**src/rtl/bin2bcd_iter_conv.sv**
```systemverilog
// Iterative double-dabble binary-to-BCD converter with valid/ready handshakes, stall and abort.
// Define BIN2BCD_PAR_ADJ_EN to adjust all digits in one cycle instead of one digit per cycle.
`timescale 1ns/1ps
module bin2bcd_iter_conv #(
  parameter int BIN_W  = 16,
  parameter int DIGITS = 5
) (
  input  logic                clk,
  input  logic                rst_n,
  input  logic                en,
  input  logic                clear,
  input  logic                in_valid,
  output logic                in_ready,
  input  logic [BIN_W-1:0]    in_bin,
  output logic                out_valid,
  input  logic                out_ready,
  output logic [4*DIGITS-1:0] out_bcd,
  output logic                out_ovf,
  output logic                busy
);
  localparam int BCD_W = 4 * DIGITS;
  localparam int BCW   = (BIN_W > 1) ? $clog2(BIN_W) : 1;
  localparam logic [BCW-1:0] BIT_LAST = BCW'(BIN_W - 1);

  typedef enum logic [1:0] {IDLE, ADJ, SHIFT, DONE} state_t;

  state_t           state_reg, state_next;
  logic [BIN_W-1:0] bin_reg, bin_next;
  logic [BCD_W-1:0] bcd_reg, bcd_next, bcd_adj;
  logic             ovf_reg, ovf_next;
  logic [BCW-1:0]   bit_cnt_reg, bit_cnt_next;
  logic             adj_last;

  genvar gi;

`ifdef BIN2BCD_PAR_ADJ_EN
  generate
    for (gi = 0; gi < DIGITS; gi++) begin : g_par_adj
      assign bcd_adj[4*gi +: 4] = (bcd_reg[4*gi +: 4] >= 4'd5) ? bcd_reg[4*gi +: 4] + 4'd3
                                                               : bcd_reg[4*gi +: 4];
    end
  endgenerate
  assign adj_last = 1'b1;
`else
  localparam int DCW = (DIGITS > 1) ? $clog2(DIGITS) : 1;
  localparam logic [DCW-1:0] DIG_LAST = DCW'(DIGITS - 1);

  logic [DCW-1:0] dig_cnt_reg, dig_cnt_next;
  logic [3:0]     dig_cur, dig_sum;

  // One adder shared by all digits: select, adjust, write back to the same slot.
  always_comb begin
    dig_cur = 4'd0;
    for (int i = 0; i < DIGITS; i++) begin
      if (dig_cnt_reg == DCW'(i)) dig_cur = bcd_reg[4*i +: 4];
    end
  end

  assign dig_sum = (dig_cur >= 4'd5) ? dig_cur + 4'd3 : dig_cur;

  generate
    for (gi = 0; gi < DIGITS; gi++) begin : g_ser_wr
      assign bcd_adj[4*gi +: 4] = (dig_cnt_reg == DCW'(gi)) ? dig_sum : bcd_reg[4*gi +: 4];
    end
  endgenerate

  assign adj_last = (dig_cnt_reg == DIG_LAST);

  always_comb begin
    dig_cnt_next = dig_cnt_reg;
    if (clear) begin
      dig_cnt_next = '0;
    end else if (en) begin
      case (state_reg)
        ADJ:     if (!adj_last) dig_cnt_next = dig_cnt_reg + 1'b1;
        default: dig_cnt_next = '0;
      endcase
    end
  end

  always_ff @(posedge clk or negedge rst_n) begin
    if (!rst_n) dig_cnt_reg <= '0;
    else        dig_cnt_reg <= dig_cnt_next;
  end
`endif

  always_comb begin
    state_next   = state_reg;
    bin_next     = bin_reg;
    bcd_next     = bcd_reg;
    ovf_next     = ovf_reg;
    bit_cnt_next = bit_cnt_reg;
    if (clear) begin
      state_next   = IDLE;
      bin_next     = '0;
      bcd_next     = '0;
      ovf_next     = 1'b0;
      bit_cnt_next = '0;
    end else if (en) begin
      case (state_reg)
        IDLE: begin
          if (in_valid) begin
            state_next   = ADJ;
            bin_next     = in_bin;
            bcd_next     = '0;
            ovf_next     = 1'b0;
            bit_cnt_next = '0;
          end
        end
        ADJ: begin
          bcd_next = bcd_adj;
          if (adj_last) state_next = SHIFT;
        end
        SHIFT: begin
          // Anything pushed out of the top digit means the value needs more digits.
          bcd_next = {bcd_reg[BCD_W-2:0], bin_reg[BIN_W-1]};
          bin_next = {bin_reg[BIN_W-2:0], 1'b0};
          ovf_next = ovf_reg | bcd_reg[BCD_W-1];
          if (bit_cnt_reg == BIT_LAST) begin
            state_next = DONE;
          end else begin
            state_next   = ADJ;
            bit_cnt_next = bit_cnt_reg + 1'b1;
          end
        end
        DONE: begin
          if (out_ready) state_next = IDLE;
        end
        default: state_next = IDLE;
      endcase
    end
  end

  always_ff @(posedge clk or negedge rst_n) begin
    if (!rst_n) begin
      state_reg   <= IDLE;
      bin_reg     <= '0;
      bcd_reg     <= '0;
      ovf_reg     <= 1'b0;
      bit_cnt_reg <= '0;
    end else begin
      state_reg   <= state_next;
      bin_reg     <= bin_next;
      bcd_reg     <= bcd_next;
      ovf_reg     <= ovf_next;
      bit_cnt_reg <= bit_cnt_next;
    end
  end

  assign in_ready  = (state_reg == IDLE);
  assign out_valid = (state_reg == DONE);
  assign busy      = (state_reg == ADJ) || (state_reg == SHIFT);
  assign out_bcd   = bcd_reg;
  assign out_ovf   = ovf_reg;

endmodule

```
**config.mk**
```make
export PLATFORM = sky130hd
export DESIGN_NAME = bin2bcd_iter_conv
export DESIGN_NICKNAME = d
export VERILOG_FILES = /design/src/rtl/bin2bcd_iter_conv.sv
export SDC_FILE = /design/constraint.sdc
export NUM_CORES = 1
export LEC_CHECK = 0
export ABC_AREA = 1
export CORE_ASPECT_RATIO = 1.5
export CORE_MARGIN = 2
export CORE_UTILIZATION = 50
export CTS_CLUSTER_DIAMETER = 30
export CTS_CLUSTER_SIZE = 24
export DETAILED_ROUTE_END_ITERATION = 7
export GPL_TIMING_DRIVEN = 0
export PLACE_DENSITY_LB_ADDON = 0.08
export SKIP_LAST_GASP = 1
export SLEW_MARGIN = 10
export SYNTH_ARGS = -nofsm -noshare
export SYNTH_HDL_FRONTEND = slang
export SYNTH_SLANG_ARGS = --single-unit
export TNS_END_PERCENT = 1
```
**constraint.sdc**
```tcl
create_clock -name clk -period 2.7 [get_ports clk]
set_input_delay 0.54 -clock clk [delete_from_list [all_inputs] [get_ports clk]]
set_output_delay 0.54 -clock clk [all_outputs]
set_load 0.02 [all_outputs]
```
==> results.json, run 1 <==
{
  "area_share_of_the_largest_cell_type_after_synthesis": 0.4209,
  "cts_tree": "built",
  "cts_num_sinks": 46,
  "maximum_fanout_encountered_on_the_critical_timing_path": 5,
  "finalInstanceArea_um2": 3416,
  "synth-edff-count": 0,
  "post-place-cells": 480,
  "drt-pass1-iter-count": 5,
  "seq_power_share": 0.351,
  "critical-path-max-stage-delay_ns": 0.39,
  "maximum_number_of_pins_on_one_net_before_global_route_repair": 30,
  "finalWirelength_mm": 6.597,
  "syn_nets": 398,
  "fmax_ghz": 0.4099,
  "dr_vias": 2515,
  "avgRoutedWirePerCell_um": 13.52,
  "antenna_cells": 0,
  "path_class": "reg -> reg",
  "min_period_ns": 2.439,
  "die_area_um2": 6090,
  "p_sw_uw": 1063,
  "rsz_0062_raised_after_global_routing": "false",
  "post_layout_nonfiller_instances": 488,
  "drtAntennaViolNets": 0,
  "power_per_cell_area_nw_per_um2": 769.3,
  "crit_path_frequent_cell": "nand2_1",
  "timing_worst_slew_pin_value_ns": 0.5494,
  "die-height_um": 94.58,
  "insertion_delay_to_the_later_sink_of_the_worst_skew_pair_ns": 0.30,
  "maximum_ir_drop_on_the_vdd_rail_uv": 864.7,
  "fin_hold_ws_ns": 0.1655,
  "clock-skew-final_ns": 0.008486,
  "detailed_place.area_um2": 3278,
  "synthesis.yosys.warnings": 0,
  "path_clk_slew_ns": 0.09,
  "post-route-period-util": 0.9035,
  "fillerInstances": 491,
  "share_comb_of_total_power": 0.415,
  "std_cell_rows": 33,
  "async_set_or_reset_register_ratio_after_synthesis": 1.000,
  "post-route-util": 0.6364,
  "clockRootBuffer": "clkbuf_8",
  "slowest_cell_on_the_critical_path": "dfrtp_1",
  "cp.arrival_ns": 2.63,
  "boundaryPins": 46,
  "power_report.internal_total_uw": 1564,
  "count_of_distinct_cell_types_in_the_synthesized_netlist": 33,
  "globalRouteTotalUtil": 0.2337,
  "maxSlewHeadroom": 0.6299,
  "hp-class": "in -> async",
  "chipWidth_um": 64.39,
  "dp_hpwl_mm": 5.100,
  "drv.max_cap_violation_count": 0,
  "vias_per_cell": 5.154,
  "worstSetupStartpointType": "flip-flop",
  "number_of_antenna_violations_at_the_first_check_in_global_routing": 0,
  "drive_gt1_frac": 0.09809,
  "outcome": "complete, no violations",
  "synth-main-ff-cell": "dfrtp_1",
  "final_hold_viol_count": 0,
  "crit_path_cell_trace": "inv_1 -> ha_1 -> inv_1 -> nor2_2 -> nand2_1 -> nand2_1 -> nand2_1 -> nand2_1 -> a21oi_1 -> inv_1 -> ha_1 -> inv_1 -> nand3_1 -> nand2_1 -> nand3_1 -> nand3_2 -> nand2_1 -> nand2_1 -> nand2_1",
  "total_leakage_power_uw": 0.001665,
  "place.port_buffers": 44,
  "synthDominantAreaCellType": "dfrtp_1",
  "power.clock.fraction": 0.234,
  "fp.coreArea_um2": 5368,
  "critPathRequiredTime_ns": 2.89,
  "grt_pass1_wl_mm": 11.07,
  "largest_register_ffs": 20,
  "via_count_of_the_first_global_routing_pass": 2438,
  "max-clock-path-buffers": 2,
  "final_setup_violating_endpoints": 0,
  "drt_drc": 0,
  "gr-total-overflow": 0,
  "cell_with_the_most_instances_after_synthesis": "nand2_1",
  "synth_commonest_cells": "123 x nand2_1, 46 x dfrtp_1, 40 x inv_1, 26 x o21ai_0, 24 x nor2_1",
  "setup.worst_path.end_class": "flip-flop",
  "ys_seq_area_frac": 0.4209,
  "htreeDepth": 2,
  "floorplan.initialDensity": 0.5096,
  "netlist_top_cells_area": "dfrtp_1 42%, nand2_1 17%, inv_1 5.5%, ha_1 5.0%, o21ai_0 4.8%",
  "drt_iter0_markers": 128,
  "area_growth_pct": 24.89,
  "weighted_congestion_reported_at_the_end_of_routability_driven_placement": 0.9187,
  "maxSlewViolCount": 0,
  "tritoncts.num_buffers": 5,
  "fin_nets": 450,
  "syn-cell-area_um2": 2735,
  "switching_share": 0.4046,
  "netlist_instances": 365,
  "avgSynthCellArea_um2": 7.493,
  "synth_seq_cells": 46
}
## per-stage QoR
stage	total power [uW]	TNS, ns	setup WS (ns)
finish	2628	0	0.2606
global route	2811	0	0.01796
CTS	2644	0	0.1360
detailed placement	2013	0	0.1605
global placement	1997	-10.81	-0.2371
floorplan	1661	0	0.5424
## layout by cell type, fill, tap and decap left out, drive strengths merged
| cell | netlist | final |
|---|---|---|
| o22ai | 1 | 1 |
| clkinv | 2 | 3 |
| nor3 | 3 | 3 |
| nor3b | 1 | 1 |
| dfrtp | 46 | 46 |
| o221ai | 1 | 1 |
| nand3 | 18 | 18 |
| bufinv | 0 | 2 |
| clkdlybuf4s50 | 0 | 43 |
| nor2 | 27 | 27 |
| o21a | 1 | 1 |
| inv | 45 | 45 |
| o211ai | 1 | 1 |
| buf | 3 | 5 |
| a21oi | 9 | 9 |
| a22oi | 15 | 15 |
| ha | 11 | 11 |
| o21ai | 42 | 42 |
| nand3b | 1 | 1 |
| a2bb2oi | 1 | 1 |
| nand2 | 132 | 132 |
| clkbuf | 4 | 9 |
| o31ai | 1 | 1 |
## cell families after synthesis
logic type / share of synthesized area
simple gates: 0.2923
buf+inv: 0.07640
fa+ha+maj: 0.05032
flops: 0.4209
compound gates: 0.1601
## cell type report
type / count / area (um2) / area share
multi-input cells: 265 / 1375 / 0.4026
flip-flops and latches: 46 / 1151 / 0.3370
repair buffers: 45 / 455.4 / 0.1333
inverters: 47 / 176.4 / 0.05165
well taps: 70 / 87.58 / 0.02564
clock buffers: 5 / 68.82 / 0.02015
clock inverters: 3 / 68.82 / 0.02015
plain buffers: 7 / 32.53 / 0.009524
## worst paths after layout
| path | startpoint | endpoint | slack (ns) | cells past startpoint |
|---|---|---|---|---|
| worst max-delay path | dig_cnt_reg[1] | out_bcd[13] | 0.26 | 19 |
| worst min register to register | bin_reg[14] | bin_reg[14] | 0.49 | 2 |
| min in group clk | bin_reg[14] | bin_reg[14] | 0.49 | 2 |
| worst max register to register | dig_cnt_reg[1] | out_bcd[13] | 0.26 | 19 |
| max in group asynchronous | rst_n | out_bcd[18] | 2.03 | 2 |
| worst min-delay path | rst_n | out_bcd[7] | 0.17 | 1 |
## per-layer routing
layer,share of wire,GRT usage
met5,0,0
met4,0.013,0.08688
met3,0.032,0.02980
met2,0.54,0.4384
met1,0.41,0.2675
## critical path: cells and delay by family, from the launching register on
kind                       cells  cell delay, ns
AOI/OAI and AO/OA              1            0.23
and+or+nand+nor               12            0.90
buffers and inverters          4            0.36
DFF                            1            0.39
adders and majority gates      2            0.44
## power by group through the flow
| stage | Clock (uW) | Sequential, uW | Combinational, uW |
|---|---|---|---|
| 2_1_floorplan | 0 | 933 | 728 |
| 3_3_place_gp | 0 | 930 | 1070 |
| 3_5_place_dp | 0 | 934 | 1080 |
| 4_1_cts | 633 | 921 | 1090 |
| 5_1_grt | 660 | 939 | 1210 |
| 6_report | 615 | 921 | 1090 |
## what timing repair did
item                       in CTS  in global routing
hold endpoints to repair        0                  0
setup buffers                   0                  0
resized for setup               0                  1
hold buffers                    0                  0
setup endpoints to repair       0                 10
(Power assumes the default switching activity.)
==> inputs of run 2 (changes only) <==
Settings changed: CAP_MARGIN set to 10.
==> results of run 2 <==
No change in the layout: final DEF, timing and power equal those of run 1.
